## src/rtl/spi_pkg.sv

```systemverilog
// Shared definitions for the SPI master control path and shift register.
package spi_pkg;

    typedef enum logic [1:0] {
        ST_IDLE  = 2'd0,
        ST_LOAD  = 2'd1,
        ST_SHIFT = 2'd2,
        ST_DONE  = 2'd3
    } xfer_state_e;

    // Word length shared with the shift register so both sides agree.
    localparam int unsigned WORD_LEN  = 8;
    localparam int unsigned DIV_WIDTH = 8;

endpackage

```

## src/rtl/spi_xfer_ctrl_if.sv

```systemverilog
// Host request / shift-register strobe bundle for spi_xfer_ctrl.
interface spi_xfer_ctrl_if
    import spi_pkg::*;
#(
    parameter int unsigned DivWidth = DIV_WIDTH
);
    logic                Start;
    logic                Dir;
    logic                CPOL;
    logic [DivWidth-1:0] ClkDiv;
    logic                Busy;
    logic                Done;
    logic                CSn;
    logic                SCLK;
    logic                EnPISO;
    logic                LoadPISO;
    logic                SCLKEdgeFlg;
    logic                WordFlg;
    logic                TristateMode;

    modport master (
        output Start, Dir, CPOL, ClkDiv,
        input  Busy, Done, CSn, SCLK, EnPISO, LoadPISO, SCLKEdgeFlg, WordFlg, TristateMode
    );

    modport slave (
        input  Start, Dir, CPOL, ClkDiv,
        output Busy, Done, CSn, SCLK, EnPISO, LoadPISO, SCLKEdgeFlg, WordFlg, TristateMode
    );
endinterface

```

## src/rtl/spi_sclk_gen.sv

```systemverilog
// SCLK divider: half period of div_i+1 clk cycles while running, follows
// the live CPOL while idle, flags the toggle that returns SCLK to idle.
module spi_sclk_gen
    import spi_pkg::*;
#(
    parameter int unsigned DivWidth = DIV_WIDTH
) (
    input  logic                clk,
    input  logic                rst,
    input  logic                idle_i,
    input  logic                run_i,
    input  logic                cpol_live_i,
    input  logic                cpol_i,
    input  logic [DivWidth-1:0] div_i,
    output logic                sclk_o,
    output logic                trail_o
);
    logic [DivWidth-1:0] cnt_q, cnt_d;
    logic                sclk_q, sclk_d;
    logic                tc;

    assign tc      = run_i && (cnt_q == div_i);
    assign trail_o = tc && (sclk_q != cpol_i);
    assign sclk_o  = sclk_q;

    // Counter wraps at the terminal compare, so ClkDiv at all-ones never overflows.
    always_comb begin
        cnt_d = '0;
        if (run_i && !tc) begin
            cnt_d = cnt_q + DivWidth'(1);
        end
    end

    always_comb begin
        sclk_d = sclk_q;
        if (idle_i) begin
            sclk_d = cpol_live_i;
        end else if (tc) begin
            sclk_d = ~sclk_q;
        end
    end

    always_ff @(posedge clk) begin
        if (rst) begin
            cnt_q  <= '0;
            sclk_q <= 1'b0;
        end else begin
            cnt_q  <= cnt_d;
            sclk_q <= sclk_d;
        end
    end
endmodule

```

## src/rtl/spi_xfer_ctrl.sv

```systemverilog
// One-word SPI master sequencer: IDLE -> LOAD -> SHIFT -> DONE -> IDLE,
// drives chip select, SCLK and the shift register control strobes.
module spi_xfer_ctrl
    import spi_pkg::*;
#(
    parameter int unsigned WordLen  = WORD_LEN,
    parameter int unsigned DivWidth = DIV_WIDTH
) (
    input  logic           clk,
    input  logic           rst,
    spi_xfer_ctrl_if.slave bus
);
    localparam int unsigned BitW = $clog2(WordLen + 1);

    xfer_state_e         state_q, state_d;
    logic                dir_q, cpol_q;
    logic [DivWidth-1:0] div_q;
    logic [BitW-1:0]     bit_cnt_q, bit_cnt_d;
    logic                word_flg_q, word_flg_d;
    logic                start_acc, trail, last_bit, sclk;
    logic                busy, done, csn, en_piso, load_piso;

    assign start_acc = (state_q == ST_IDLE) && bus.Start;
    assign last_bit  = trail && (bit_cnt_q == BitW'(WordLen - 1));

    spi_sclk_gen #(
        .DivWidth (DivWidth)
    ) u_sclk_gen (
        .clk         (clk),
        .rst         (rst),
        .idle_i      (state_q == ST_IDLE),
        .run_i       (state_q == ST_SHIFT),
        .cpol_live_i (bus.CPOL),
        .cpol_i      (cpol_q),
        .div_i       (div_q),
        .sclk_o      (sclk),
        .trail_o     (trail)
    );

    always_ff @(posedge clk) begin
        if (rst) begin
            state_q <= ST_IDLE;
        end else begin
            state_q <= state_d;
        end
    end

    always_comb begin
        state_d = state_q;
        case (state_q)
            ST_IDLE:  if (bus.Start) state_d = ST_LOAD;
            ST_LOAD:  state_d = ST_SHIFT;
            ST_SHIFT: if (last_bit) state_d = ST_DONE;
            ST_DONE:  state_d = ST_IDLE;
            default:  state_d = ST_IDLE;
        endcase
    end

    always_comb begin
        busy      = 1'b0;
        done      = 1'b0;
        csn       = 1'b1;
        en_piso   = 1'b0;
        load_piso = 1'b0;
        case (state_q)
            ST_LOAD: begin
                busy      = 1'b1;
                csn       = 1'b0;
                en_piso   = 1'b1;
                load_piso = dir_q;
            end
            ST_SHIFT: begin
                busy    = 1'b1;
                csn     = 1'b0;
                en_piso = 1'b1;
            end
            ST_DONE: begin
                busy    = 1'b1;
                done    = 1'b1;
                csn     = 1'b0;
                en_piso = 1'b1;
            end
            default: ;
        endcase
    end

    always_comb begin
        bit_cnt_d = bit_cnt_q;
        if (state_q == ST_LOAD) begin
            bit_cnt_d = '0;
        end else if (trail) begin
            bit_cnt_d = bit_cnt_q + BitW'(1);
        end
    end

    // Cleared on the edge into LOAD so it already reads 0 during LOAD.
    always_comb begin
        word_flg_d = word_flg_q;
        if (start_acc) begin
            word_flg_d = 1'b0;
        end else if (last_bit) begin
            word_flg_d = 1'b1;
        end
    end

    always_ff @(posedge clk) begin
        if (rst) begin
            dir_q      <= 1'b0;
            cpol_q     <= 1'b0;
            div_q      <= '0;
            bit_cnt_q  <= '0;
            word_flg_q <= 1'b0;
        end else begin
            if (start_acc) begin
                dir_q  <= bus.Dir;
                cpol_q <= bus.CPOL;
                div_q  <= bus.ClkDiv;
            end
            bit_cnt_q  <= bit_cnt_d;
            word_flg_q <= word_flg_d;
        end
    end

    assign bus.Busy         = busy;
    assign bus.Done         = done;
    assign bus.CSn          = csn;
    assign bus.SCLK         = sclk;
    assign bus.EnPISO       = en_piso;
    assign bus.LoadPISO     = load_piso;
    assign bus.SCLKEdgeFlg  = trail;
    assign bus.WordFlg      = word_flg_q;
    assign bus.TristateMode = dir_q;
endmodule

```

## src/flat_wrapper.sv

```systemverilog
// flat-port wrapper written by rule: the top's interface ports become plain ports
module spi_xfer_ctrl_flat import spi_pkg::*;
#(
    parameter int unsigned WordLen  = WORD_LEN,
    parameter int unsigned DivWidth = DIV_WIDTH
)
  (clk, rst, bus_Start, bus_Dir, bus_CPOL, bus_ClkDiv, bus_Busy, bus_Done, bus_CSn, bus_SCLK, bus_EnPISO, bus_LoadPISO, bus_SCLKEdgeFlg, bus_WordFlg, bus_TristateMode);
  spi_xfer_ctrl_if #(.DivWidth(DivWidth)) bus_i ();
  input  logic clk;
  input  logic rst;
  input wire logic [$bits(bus_i.Start)-1:0] bus_Start;
  input wire logic [$bits(bus_i.Dir)-1:0] bus_Dir;
  input wire logic [$bits(bus_i.CPOL)-1:0] bus_CPOL;
  input wire logic [$bits(bus_i.ClkDiv)-1:0] bus_ClkDiv;
  output wire logic [$bits(bus_i.Busy)-1:0] bus_Busy;
  output wire logic [$bits(bus_i.Done)-1:0] bus_Done;
  output wire logic [$bits(bus_i.CSn)-1:0] bus_CSn;
  output wire logic [$bits(bus_i.SCLK)-1:0] bus_SCLK;
  output wire logic [$bits(bus_i.EnPISO)-1:0] bus_EnPISO;
  output wire logic [$bits(bus_i.LoadPISO)-1:0] bus_LoadPISO;
  output wire logic [$bits(bus_i.SCLKEdgeFlg)-1:0] bus_SCLKEdgeFlg;
  output wire logic [$bits(bus_i.WordFlg)-1:0] bus_WordFlg;
  output wire logic [$bits(bus_i.TristateMode)-1:0] bus_TristateMode;
  assign bus_i.Start = bus_Start;
  assign bus_i.Dir = bus_Dir;
  assign bus_i.CPOL = bus_CPOL;
  assign bus_i.ClkDiv = bus_ClkDiv;
  assign bus_Busy = bus_i.Busy;
  assign bus_Done = bus_i.Done;
  assign bus_CSn = bus_i.CSn;
  assign bus_SCLK = bus_i.SCLK;
  assign bus_EnPISO = bus_i.EnPISO;
  assign bus_LoadPISO = bus_i.LoadPISO;
  assign bus_SCLKEdgeFlg = bus_i.SCLKEdgeFlg;
  assign bus_WordFlg = bus_i.WordFlg;
  assign bus_TristateMode = bus_i.TristateMode;
  spi_xfer_ctrl #(.WordLen(WordLen), .DivWidth(DivWidth)) u_core (.clk(clk), .rst(rst), .bus(bus_i));
endmodule
```

## config.mk

```make
export PLATFORM = sky130hd
export DESIGN_NAME = spi_xfer_ctrl_flat
export DESIGN_NICKNAME = d
export VERILOG_FILES = /design/src/rtl/spi_pkg.sv /design/src/rtl/spi_xfer_ctrl_if.sv /design/src/rtl/spi_sclk_gen.sv /design/src/rtl/spi_xfer_ctrl.sv /design/src/flat_wrapper.sv
export SDC_FILE = /design/constraint.sdc
export NUM_CORES = 1
export LEC_CHECK = 0
export CAP_MARGIN = 25
export CORE_MARGIN = 4
export CORE_UTILIZATION = 45
export DETAILED_ROUTE_END_ITERATION = 10
export PLACE_DENSITY_LB_ADDON = 0.1
export SYNTH_ARGS = -nofsm -noshare
export SYNTH_HDL_FRONTEND = slang
export SYNTH_SLANG_ARGS = --single-unit
```

## constraint.sdc

```tcl
create_clock -name clk -period 1.8 [get_ports clk]
set_input_delay 0.45 -clock clk [delete_from_list [all_inputs] [get_ports clk]]
set_output_delay 0.45 -clock clk [all_outputs]
set_load 0.05 [all_outputs]
```

==> flow_summary_export.csv <==
group,metric,value,unit
detailed_routing,wl_met1,1280,um
detailed_routing,drt_wl_total,2610,um
place,dp_hpwl,2010,um
clock_network,clkLatencyLatePin,0.32,ns
power_and_ir_drop,powerDensity,1250,nW/um^2
clock_network,numCtsBuffers,3,
synth,netlist_area,1250,um^2
critical_path,crit_required,1.35,ns
sta,timing_hold_violations_final,0,
detailed_routing,drt_iter0_markers,13,
clock_network,cts_tree,"yes",
detailed_routing,drc,0,
clock_network,clock-sinks,26,
synth,synth-simple-area-share,0.241,
detailed_routing,dr_wl_met2,1160,um
detailed_routing,vias_per_cell,5.05,
synth,yosys.area_share.xor_xnor,0.119,
sta,timing.fmax,467,MHz
synth,seq_area_frac_synth,0.416,
run_status,violations,"negative setup slack",
place,place_congestion,0.747,
synth,synth_edf_count,0,
global_routing,overflow,0,
synth,synth_top_area_cell,"dfxtp_1",
final_layout,num-nets-final,195,
floorplanning,die-width,60.7,um
min_path,hold_path_class,"reg2reg",
synth,synthFlopType,"dfxtp_1",
synth,synth.avg_cell_area,8.69,um^2
clock_network,htree_num_levels,1,
global_routing,grt_max_degree,16,
power_and_ir_drop,intPower,1330,uW
final_layout,areaGrowthSynthToFinish,35.4,%
synth,synth_top_area_share,0.416,
critical_path,path_buf_inv,2,
min_path,worst_hold_path.endpoint,"u_core.div_q[5]$_SDFFE_PP0P_",
detailed_routing,wl_met3,146,um
critical_path,path_cells,"xor2_1 -> nor4_2 -> buf_4 -> and4_4 -> buf_12",
critical_path,r2r_end,"u_core.bit_cnt_q[2]$_SDFFE_PP0P_",
critical_path,slowest_stage,"dfxtp_2",
sta,period_minus_slack,2.14,ns
floorplanning,core,2570,um^2
sta,setup_viol,1,
power_and_ir_drop,clock_power_share,0.189,
synth,synthMuxAreaShare,0.0240,
sta,fin_crit_sh,1.19,
power_and_ir_drop,p_leak,0.000741,uW
power_and_ir_drop,ir_worst_vdd,0.00126,V
detailed_routing,wl_per_cell,12.8,um
critical_path,cp-end-kind,"output pin",
floorplanning,die-area,3690,um^2
global_routing,grtUsageTotal,0.157,
clock_network,postCtsHoldBufs,0,
critical_path,arrival,1.69,ns
sta,worst_slew_pin_slew,0.379,ns
floorplanning,initial_core_util,0.487,
sta,slew_headroom,0.747,
min_path,hp-start,"u_core.div_q[5]$_SDFFE_PP0P_",
synth,syn-num-nets,164,
critical_path,slowest_delay,0.35,ns
sta,rsz0062_at_grt,"true",
detailed_routing,first_pass_iters,4,
sta,clock_skew,0.00224,ns
synth,synth_top_family_by_area,"simple AND/OR/NAND/NOR gates",
synth,synthCells,144,
critical_path,critPathLaunchType,"flop",
clock_network,cts_buffer_depth,2,
synth,ys_async_sr_fraction,0,
critical_path,r2r-start,"u_core.div_q[5]$_SDFFE_PP0P_",
synth,ys_seq_elements,26,
final_layout,diodes,0,
power_and_ir_drop,p_sw_frac,0.372,
global_routing,grt_pass1_wl,4320,um
critical_path,critPathTopFamily,"simple AND/OR/NAND/NOR gates",
power_and_ir_drop,power_frac_seq,0.340,
floorplanning,ios,22,
detailed_routing,highest_layer,"met4",
global_routing,antenna_found_initial,0,
place,portBuffers,21,
synth,yosysWarnings,0,
critical_path,worstPathMaxFanout,2,
sta,tns,-0.340,ns
synth,synth.distinct_cells,30,
detailed_routing,ant_nets,0,
floorplanning,rows,18,
flow_run,maxCapViolCount,0,
sta,slew_violations,0,
power_and_ir_drop,p_sw,786,uW
power_and_ir_drop,power_frac_comb,0.471,
critical_path,ff2ff_path_depth,7,
global_routing,grt_pass1_vias,1018,
power_and_ir_drop,total_power,2110,uW
critical_path,path_class,"reg2out",
floorplanning,die_h,60.7,um
synth,ys_top_cells_by_count,"dfxtp_1 (26), nand2_1 (26), xor2_1 (15), a21oi_1 (12), nor2_1 (12)",
clock_network,cts_root_buffer,"clkbuf_4",
critical_path,r2r_slack,0.03,ns
run_status,status,"finished with violations",
final_layout,final_layout_size_suffix_gt1_frac,0.264,
synth,synth_top_cells_by_area,"dfxtp_1 (42%), xor2_1 (11%), nand2_1 (7.8%)",
clock_network,path_clk_slew,0.14,ns
min_path,holdPathStages,2,
detailed_routing,vias,1031,
sta,timing.final.ws_setup,-0.340,ns
synth,synthAdderAreaFrac,0.0700,
synth,synth-compound-area-share,0.0750,
-- worst min-delay path: cells and delay by family, from the launching register on --
kind	cells	cell delay (ns)
AOI/OAI and AO/OA	1	0.05
and+or+nand+nor	1	0.05
DFF	1	0.35
-- how the worst max path moves through the flow --
stage / slack [ns] / to / startpoint / depth (start not counted)
global placement: -0.05 / bus_SCLKEdgeFlg / u_core.div_q[5]$_SDFFE_PP0P_ / 5
CTS: -0.40 / bus_SCLKEdgeFlg / u_core.div_q[6]$_SDFFE_PP0P_ / 5
detailed placement: -0.07 / bus_SCLKEdgeFlg / u_core.div_q[5]$_SDFFE_PP0P_ / 5
global route: -0.43 / bus_SCLKEdgeFlg / u_core.div_q[5]$_SDFFE_PP0P_ / 5
finish: -0.34 / bus_SCLKEdgeFlg / u_core.div_q[5]$_SDFFE_PP0P_ / 5
floorplan: 0.05 / bus_SCLKEdgeFlg / u_core.u_sclk_gen.sclk_o$_SDFFE_PP0P_ / 3
-- final cells by class --
type                       instances  area [um^2]
inverter                           7         30.0
clock buffer                       3         22.5
fill                             216          873
clock inverter                     1         30.0
timing repair buffer              32          345
multi-input combinational        105          699
tap                               30         37.5
sequential                        26          529
-- registers in the layout, summed over array words and instances (netlist names) --
| name | count |
|---|---|
| u_core.cpol_q | 1 |
| u_core.div_q | 8 |
| u_core.bus.WordFlg | 1 |
| u_core.bus.TristateMode | 1 |
| u_core.bit_cnt_q | 4 |
| u_core.state_q | 2 |
| u_core.u_sclk_gen.cnt_q | 8 |
| u_core.u_sclk_gen.sclk_o | 1 |
-- cell families after synthesis --
| group | Yosys count |
|---|---|
| AND/OR/NAND/NOR | 62 |
| flip-flops | 26 |
| XOR/XNOR | 17 |
| AO/OA/AOI/OAI | 16 |
| buffers and inverters | 13 |
| adder cells (fa/ha/maj) | 7 |
| multiplexers | 3 |
-- placed cells by master (no fill, tap or decap), drive strengths merged --
| cell type | netlist | final |
|---|---|---|
| nand2b | 1 | 1 |
| nor2 | 12 | 12 |
| and4 | 1 | 1 |
| ha | 7 | 7 |
| a221oi | 1 | 1 |
| buf | 4 | 20 |
| clkdlybuf4s50 | 0 | 12 |
| or3 | 2 | 2 |
| mux2i | 3 | 3 |
| and3 | 2 | 2 |
| a31o | 1 | 1 |
| a211oi | 1 | 1 |
| xnor2 | 2 | 2 |
| nand4 | 2 | 2 |
| clkbuf | 2 | 3 |
| a41oi | 1 | 1 |
| nor4 | 2 | 2 |
| and2 | 4 | 4 |
| bufinv | 0 | 1 |
| clkinvlp | 0 | 1 |
| nor3 | 4 | 4 |
| dfxtp | 26 | 26 |
| xor2 | 15 | 15 |
| nand3 | 6 | 6 |
| inv | 7 | 6 |
| a21oi | 12 | 12 |
| nand2 | 26 | 26 |
-- routing by layer --
metal / vias to the layer above / track usage
li1: 539 / -
met1: 463 / 0.199
met2: 25 / 0.261
met3: 4 / 0.0340
met4: 0 / 0.0557
met5: - / 0
-- power groups by stage --
| stage | combinational [uW] | clock [uW] | sequential [uW] |
|---|---|---|---|
| after floorplan | 547 | 0 | 762 |
| after global placement | 911 | 0 | 719 |
| after detailed placement | 927 | 0 | 724 |
| after CTS | 974 | 410 | 716 |
| after global routing | 1070 | 433 | 732 |
| final | 996 | 399 | 718 |
-- per-stage QoR --
step           area [um^2]  std cells  utilization  setup WS (ns)  hold WS, ns
2_1_floorplan         1270        144            -         0.0499        0.447
3_3_place_gp          1590        198        0.620        -0.0548        0.454
3_5_place_dp          1590        198        0.620        -0.0710        0.462
4_1_cts               1670        203        0.652         -0.403        0.481
5_1_grt               1690        204        0.660         -0.428        0.492
6_report              1690        204        0.660         -0.340        0.470
-- timing repair --
| item | 4_1_cts | 5_1_grt |
|---|---|---|
| buffers inserted | 1 | 1 |
| setup endpoints to repair | 9 | 16 |
| resized for setup | 10 | 6 |
| pin swaps | 1 | 1 |
(Power assumes the default switching activity.)
